<file path="src/rtl/bids22_cmd_sequencer.sv">
// Command sequencer for the BIDS22 bid controller: buffers {op,data} words in a FIFO,
// issues them as one-cycle C_op/C_data pulses once the controller is ready, tracks C_start and errors.
module bids22_cmd_sequencer #(
  parameter int DEPTH   = 8,
  parameter int TIMEOUT = 255,
  parameter int DATA_W  = 32
) (
  input  logic                   clk,
  input  logic                   reset_n,
  input  logic                   flush,
  input  logic                   cmd_valid,
  output logic                   cmd_ready,
  input  logic [3:0]             cmd_op,
  input  logic [DATA_W-1:0]      cmd_data,
  output logic [3:0]             C_op,
  output logic [DATA_W-1:0]      C_data,
  output logic                   C_start,
  input  logic                   ready,
  input  logic [2:0]             err,
  input  logic                   roundOver,
  output logic [$clog2(DEPTH):0] fifo_count,
  output logic                   seq_busy,
  output logic                   seq_err_valid,
  output logic [2:0]             seq_err_code,
  output logic [3:0]             seq_err_op,
  output logic                   timeout
);
  localparam int AW = $clog2(DEPTH);
  localparam int CW = AW + 1;
  localparam int TW = $clog2(TIMEOUT + 1);

  localparam logic [3:0] OP_BID_CHARGE   = 4'h8;
  localparam logic [3:0] OP_ROUND_ACTIVE = 4'h9;
  localparam logic [3:0] OP_ROUND_OVER   = 4'hA;

  typedef enum logic [1:0] {IDLE, WAIT_RDY, ISSUE, CHECK} state_t;

  state_t              state;
  logic [TW-1:0]       timer;
  logic [DATA_W+3:0]   mem [DEPTH];
  logic [AW-1:0]       wr_ptr, rd_ptr;
  logic [3:0]          head_op, iss_op;
  logic [DATA_W-1:0]   head_data;
  logic                push, issue_pop, drop, deq;

  assign {head_op, head_data} = mem[rd_ptr];

  // Full blocks a push even when the head is popped in the same cycle.
  assign cmd_ready = (fifo_count < CW'(DEPTH));
  assign push      = cmd_valid && cmd_ready && !flush;
  assign issue_pop = (state == WAIT_RDY) && ready && !flush;
  assign drop      = (state == WAIT_RDY) && !ready && (timer == TW'(TIMEOUT)) && !flush;
  assign deq       = issue_pop || drop;
  assign seq_busy  = (state != IDLE) || (fifo_count != '0);

  always_ff @(posedge clk) begin
    if (push)      mem[wr_ptr] <= {cmd_op, cmd_data};
    if (issue_pop) iss_op      <= head_op;
  end

  always_ff @(posedge clk or negedge reset_n) begin
    if (!reset_n) begin
      wr_ptr     <= '0;
      rd_ptr     <= '0;
      fifo_count <= '0;
    end else if (flush) begin
      wr_ptr     <= '0;
      rd_ptr     <= '0;
      fifo_count <= '0;
    end else begin
      if (push) wr_ptr <= wr_ptr + AW'(1);
      if (deq)  rd_ptr <= rd_ptr + AW'(1);
      case ({push, deq})
        2'b10:   fifo_count <= fifo_count + CW'(1);
        2'b01:   fifo_count <= fifo_count - CW'(1);
        default: ;
      endcase
    end
  end

  always_ff @(posedge clk or negedge reset_n) begin
    if (!reset_n) begin
      state         <= IDLE;
      timer         <= '0;
      C_op          <= '0;
      C_data        <= '0;
      C_start       <= 1'b0;
      seq_err_valid <= 1'b0;
      seq_err_code  <= '0;
      seq_err_op    <= '0;
      timeout       <= 1'b0;
    end else begin
      C_op          <= '0;
      C_data        <= '0;
      seq_err_valid <= 1'b0;
      timeout       <= 1'b0;
      if (flush) begin
        state   <= IDLE;
        timer   <= '0;
        C_start <= 1'b0;
      end else begin
        case (state)
          IDLE: begin
            if (fifo_count != '0) begin
              state <= WAIT_RDY;
              timer <= '0;
            end
          end
          WAIT_RDY: begin
            // The pulse is loaded on the pop edge so it is visible throughout ISSUE.
            if (ready) begin
              state <= ISSUE;
              if (head_op <= OP_BID_CHARGE) begin
                C_op   <= head_op;
                C_data <= head_data;
              end
            end else if (timer == TW'(TIMEOUT)) begin
              state   <= IDLE;
              timeout <= 1'b1;
            end else begin
              timer <= timer + TW'(1);
            end
          end
          ISSUE: begin
            state <= IDLE;
            if (iss_op <= OP_BID_CHARGE) begin
              state <= CHECK;
            end else if (iss_op == OP_ROUND_ACTIVE) begin
              C_start <= 1'b1;
            end else if (iss_op == OP_ROUND_OVER) begin
              C_start <= 1'b0;
            end else begin
              seq_err_valid <= 1'b1;
              seq_err_code  <= 3'b111;
              seq_err_op    <= iss_op;
            end
          end
          CHECK: begin
            state <= IDLE;
            if (err != 3'b000) begin
              seq_err_valid <= 1'b1;
              seq_err_code  <= err;
              seq_err_op    <= iss_op;
            end
          end
          default: state <= IDLE;
        endcase
        if (roundOver) C_start <= 1'b0;
      end
    end
  end

endmodule
</file>
<file path="config.mk">
export PLATFORM = sky130hd
export DESIGN_NAME = bids22_cmd_sequencer
export DESIGN_NICKNAME = d
export VERILOG_FILES = /design/src/rtl/bids22_cmd_sequencer.sv
export SDC_FILE = /design/constraint.sdc
export NUM_CORES = 1
export LEC_CHECK = 0
export ABC_AREA = 1
export ABC_CLOCK_PERIOD_IN_PS = 6940
export CAP_MARGIN = 5
export CORE_MARGIN = 2
export CORE_UTILIZATION = 25
export DETAILED_ROUTE_END_ITERATION = 8
export GPL_TIMING_DRIVEN = 1
export PLACE_DENSITY = 0.39
export REMOVE_ABC_BUFFERS = 1
export SKIP_LAST_GASP = 1
export SLEW_MARGIN = 30
export SYNTH_ARGS = -nofsm -noshare
export SYNTH_HDL_FRONTEND = slang
export SYNTH_SLANG_ARGS = --single-unit
</file>
<file path="constraint.sdc">
create_clock -name clk -period 6.94 [get_ports clk]
set_clock_uncertainty 0.1 [all_clocks]
set_input_delay 1.388 -clock clk [delete_from_list [all_inputs] [get_ports clk]]
set_output_delay 1.388 -clock clk [all_outputs]
set_load 0.02 [all_outputs]
</file>
* Word-level counts from Yosys, hierarchy flattened
Memory sizes are Yosys's and may differ from the RTL's.
Index checks and enable logic that the tools add are counted.
** Storage, ports and cells
- Memories :: 1
- Register bits after elaboration :: 70
- Bits in writable memories :: 288
- Logic and storage cells :: 119
- Input bits :: 45
- Output and inout port bits :: 52
** Memories
- mem :: depth 8, bits a word 36, rd ports 1, clocked after Yosys merged registers in 0, wr ports 1, RTL line 40 : logic [DATA_W+3:0] mem [DEPTH];
** Cells by class
- $lt $le $gt $ge :: 3
- Reduce and logical (&&, ||, !) cells :: 26
- Add/sub/neg operators :: 5
- Muxes and demuxes :: 53
- Bitwise logic cells :: 1
- Equality and inequality tests :: 17
** Operators with widths (count)
- two-way mux 32 bit :: 4
- two-way mux 4 bit :: 9
- two-way mux 8 bit :: 4
- two-way mux 3 bit :: 8
- two-way mux 1 bit :: 17
- case mux 4 bit (2 select lines) :: 2
- case mux 8 bit (2 select lines) :: 1
- inequality test 3 bit (second input constant) :: 4
- nonzero test 3 bit :: 4
- two-way mux 2 bit :: 5
- adder 8 x 1 -> 8 bit (second input constant) :: 1
- equality test 4 bit (second input constant) :: 2
- equality test 8 bit (second input constant) :: 1
- <= comparator 4 bit (second input constant) :: 2
- inequality test 2 bit (second input constant) :: 4
- case mux 2 bit (4 select lines) :: 1
- nonzero test 2 bit :: 4
- nonzero test 4 bit :: 2
- logical AND 1 bit :: 7
- adder 3 x 1 -> 3 bit (second input constant) :: 2
- equality test 2 bit (second input constant) :: 3
- case mux 3 bit (2 select lines) :: 1
- AND reduction 6 bit :: 1
- adder 4 x 1 -> 4 bit (second input constant) :: 1
- other kinds (12) :: 15

* Depth between registers and ports, before layout
- Word-level depth :: 8
- Gate-level depth with buffers :: 15
- Depth with buffers taken out :: 15

* Least setup slack after synthesis
No wires, ideal clock.
- Path type :: input port to flip-flop
- From :: in cmd_valid
- To :: mem mem[0][0] (netlist name) (enable)
- Required time :: 6411 ps
- Slack :: 3005 ps
- Library setup time :: 429 ps
- Buffers on the path :: 0
- Arrival :: 3405 ps
- Stages :: 6
- Cell sequence :: inv_1 nor2_1 nand2_1 inv_1 nand2_1 nor2_1
** On the way
- Cells in the longest elaborated chain, start to end :: 4
** Ends and longest elaborated chain
- start: declaration :: RTL line 11 : input logic cmd_valid,
- logical AND 1 bit (2 in series) :: RTL line 50 : assign push = cmd_valid && cmd_ready && !flush;
- two-way mux 1 bit :: RTL line 57 : if (push) mem[wr_ptr] <= {cmd_op, cmd_data};
- two-way mux 1 bit (implied by the code) :: RTL line 57
- end: declaration :: RTL line 40
Every way passes these cells.

* Worst setup path in the final report
- From :: in flush
- To :: reg fifo_count[3]
** On the way
- Cells in the longest elaborated chain, start to end :: 6
- Elaborated cells on any way between the ends :: 10
- Classes of those cells :: eq/ne (2); mux (2); reduce/logical (6)
** Ends and longest elaborated chain
- start: declaration :: RTL line 10 : input logic flush,
- zero test 1 bit :: RTL line 50, 51, 52
- logical AND 1 bit (on tied branches) :: RTL line 51, 52
- logical OR 1 bit :: RTL line 53 : assign deq = issue_pop || drop;
- equality test 2 x 1 -> 1 bit / equality test 2 bit (equally long branches) :: RTL line 73 : case ({push, deq})
- case mux 4 bit (2 select lines) :: RTL line 73
- two-way mux 4 bit :: RTL line 66 : end else if (flush) begin
- end signal: assignment :: RTL line 74 : 2'b10: fifo_count <= fifo_count + CW'(1);
- end signal: assignment :: RTL line 75 : 2'b01: fifo_count <= fifo_count - CW'(1);
- end: declaration :: RTL line 21 : output logic [$clog2(DEPTH):0] fifo_count,
Several ways; a longest one is shown, not always the timed one.
A chain may end at the register's enable or synchronous reset.

==> impl_metrics.py <==
metrics = {
    "power": {
        "swShare_pct": 27.6,
        "p_leak_uw": 0.00618,
        "pwr-share-comb_pct": 15.3,
        "clkPwrFrac_pct": 40.4,
        "p_int_uw": 4080,
        "p_sw_uw": 1560,
        "ir_worst_vdd_mv": 0.214,
        "total_power_uw": 5630,
        "sequentialPowerShare_pct": 44.4,
        "power_density_nw_per_um2": 321,
    },
    "cts": {
        "cts-root-buf": "clkbuf_16",
        "postCtsSetupBuffers": 0,
        "tritoncts": "done",
        "clock_latency_ns": 0.57,
        "path_clk_slew_ns": 0.06,
        "numCtsBuffers": 44,
        "ctsResizeCount": 0,
        "cts_hold_buffers": 0,
        "cts_sinks": 358,
        "clock_path_buffers": 3,
        "htree_levels": 2,
    },
    "hold_path": {
        "hold_class": "flop to flop",
        "whs_path_depth": 2,
    },
    "route": {
        "drc": 0,
        "drt_iter0_drc": 443,
        "routed_wl_um": 37600,
        "postRouteAntennaNets": 0,
        "post_drt_via_cell_ratio": 4.41,
        "wire_per_inst_um": 18.7,
        "vias": 8899,
        "firstDrtPassIters": 7,
    },
    "logic_synthesis": {
        "ys_types": 39,
        "synth-seq-cells": 358,
        "synthTopCellsByArea": "edfxtp_1, dfrtp_1, nor2_1",
        "synthSimpleGateAreaFrac_pct": 11.1,
        "synth-main-ff-cell": "edfxtp_1",
        "syn_area_um2": 14300,
        "avgSynthCellArea_um2": 12.7,
        "synth_edf_count": 292,
        "ys_warn_count": 0,
        "synthCells": 1130,
        "synth_top_family_by_area": "simple AND/OR/NAND/NOR gates",
        "synth_compound_area_share_pct": 10.9,
        "ys_seq_area_share_pct": 72.8,
        "synth-xor-area-share_pct": 0.306,
        "synth_top_area_share_pct": 61.3,
        "synthArstFlopShare_pct": 18.4,
        "synth_top_area_cell": "edfxtp_1",
        "synthMuxAreaShare_pct": 0,
        "synthAdderAreaFrac_pct": 0.437,
    },
    "finish": {
        "fin_util_pct": 31.0,
        "fillers": 5693,
        "final_area_um2": 17500,
        "layout_commonest_cell": "edfxtp_1",
        "layout-area-overhead-vs-synth_pct": 22.5,
        "layout_common_cells": "edfxtp_1, nor2_1, o21ai_0",
        "final_cells": 2017,
        "antenna_cells": 0,
        "final_nets": 1275,
        "drive_gt1_share_pct": 15.2,
    },
    "grt": {
        "antenna_found_initial": 1,
        "grt_first_pass_wirelength_um": 58000,
        "grt_max_degree": 79,
        "grt_usage_pct": 12.8,
        "grt_pass1_vias": 9201,
        "overflow": 0,
    },
    "worst_setup_path": {
        "startpoint_type": "input pin",
        "path_class": "input pin to flop",
        "crit_required_ns": 7.30,
        "worst_setup_path_end_kind": "flop",
        "r2r_cells": 10,
        "cp_max_fo": 24,
        "arrival_ns": 4.46,
    },
    "timing": {
        "hold_viol": 0,
        "relSlewSlack_pct": 36.4,
        "fmax_mhz": 244,
        "worstMarginPinSlew_ns": 0.954,
        "setup_viol": 0,
        "rsz0062_at_grt": "no",
        "setup-tns-final_ns": 0,
        "final_max_slew_viol_count": 0,
        "timing.final.crit_share_pct": 59.1,
        "fin_crit_ns": 4.10,
    },
    "place": {
        "gp_congestion": 0.760,
        "portBuffers": 96,
        "dp.cells": 1933,
        "placed_area_um2": 16100,
        "place_hpwl_um": 21500,
    },
    "floorplan": {
        "dieHeight_um": 243,
        "core-area_um2": 56500,
        "start_util_pct": 25.3,
        "die_w_um": 243,
        "die_area_um2": 59200,
        "rows": 87,
        "io_pins": 97,
    },
    "job": {
        "drv_cap": 0,
    },
    "run_status": {
        "run_status": "complete, no violations",
    },
}
[layout make-up]
| type | instances | area [um^2] | share of cell area, % |
|---|---|---|---|
| clock buffer | 60 | 1190 | 6.79 |
| multi-input combinational | 631 | 3320 | 19.0 |
| timing repair buffer | 112 | 1120 | 6.38 |
| clock inverter | 22 | 239 | 1.36 |
| tap | 756 | 946 | 5.39 |
| sequential | 358 | 10400 | 59.4 |
| inverter | 78 | 295 | 1.68 |
[critical path, cell delays in order]
cell and delay (ns):
clkdlybuf4s50_1 0.72, nor2_4 0.81, inv_2 0.43, nand2_4 0.26, nand2_2 0.09, inv_1 0.06
ha_1 0.25, nand4_1 0.11, nand2_1 0.05, inv_1 0.06, nand3_1 0.06, nand3_1 0.08
nand2_1 0.05
[worst paths after layout]
kind	start	endpoint	slack, ns
min in group asynchronous	reset_n	C_op[2]$_DFF_PN0_	0.63
setup / recovery	flush	fifo_count[3]$_DFFE_PN0P_	2.84
max in group asynchronous	reset_n	rd_ptr[0]$_DFFE_PN0P_	5.12
setup reg to reg	rd_ptr[1]$_DFFE_PN0P_	C_data[13]$_DFF_PN0_	3.37
hold reg to reg	seq_err_code[2]$_DFFE_PN0P_	seq_err_code[2]$_DFFE_PN0P_	0.39
hold / removal	seq_err_code[2]$_DFFE_PN0P_	seq_err_code[2]$_DFFE_PN0P_	0.39
[cells by family after synthesis]
kind of cell             count (synthesis)
AND/OR/NAND/NOR                        373
buffers and inverters                  141
adder cells (fa/ha/maj)                  5
AO/OA/AOI/OAI                          248
flip-flops                             358
XOR/XNOR                                 5
[cell usage after synthesis (14+ instances only)]
cell type,count
o21ai_1,17
o221a_2,18
nand2_2,32
nand2_1,86
clkbuf_1,36
nor2_1,215
o221ai_1,46
nand3_1,14
o21ai_0,148
inv_1,41
dfrtp_1,66
edfxtp_1,292
inv_2,36
buf_2,17
[power groups by stage]
stage | Sequential, uW | Combinational, uW | Clock, uW
5_1_grt | 2510 | 974 | 2430
3_3_place_gp | 2540 | 889 | 0
6_report | 2500 | 860 | 2270
3_5_place_dp | 2540 | 882 | 0
4_1_cts | 2500 | 885 | 2350
2_1_floorplan | 2590 | 446 | 0
[flip-flops by register name, indices dropped and copies added (netlist names)]
register / cells
mem: 288
C_data: 32
timer: 8
C_op: 4
fifo_count: 4
iss_op: 4
seq_err_op: 4
rd_ptr: 3
seq_err_code: 3
wr_ptr: 3
state: 2
C_start: 1
seq_err_valid: 1
timeout: 1
[metal layers]
layer	global-route usage, %	vias up	wire length (um)
met2	20.6	155	17600
met1	17.3	4455	17800
li1	-	4226	-
met4	3.97	2	779
met5	0	-	13
met3	2.48	61	1450
[metrics by stage]
| step | hold slack, ns | setup WS (ns) |
|---|---|---|
| 2_1_floorplan | 0.390 | 2.07 |
| 3_3_place_gp | 0.370 | 2.18 |
| 6_report | 0.392 | 2.84 |
| 5_1_grt | 0.425 | 2.51 |
| 4_1_cts | 0.393 | 2.73 |
| 3_5_place_dp | 0.379 | 2.12 |
Power figures use the tool's default switching activity.
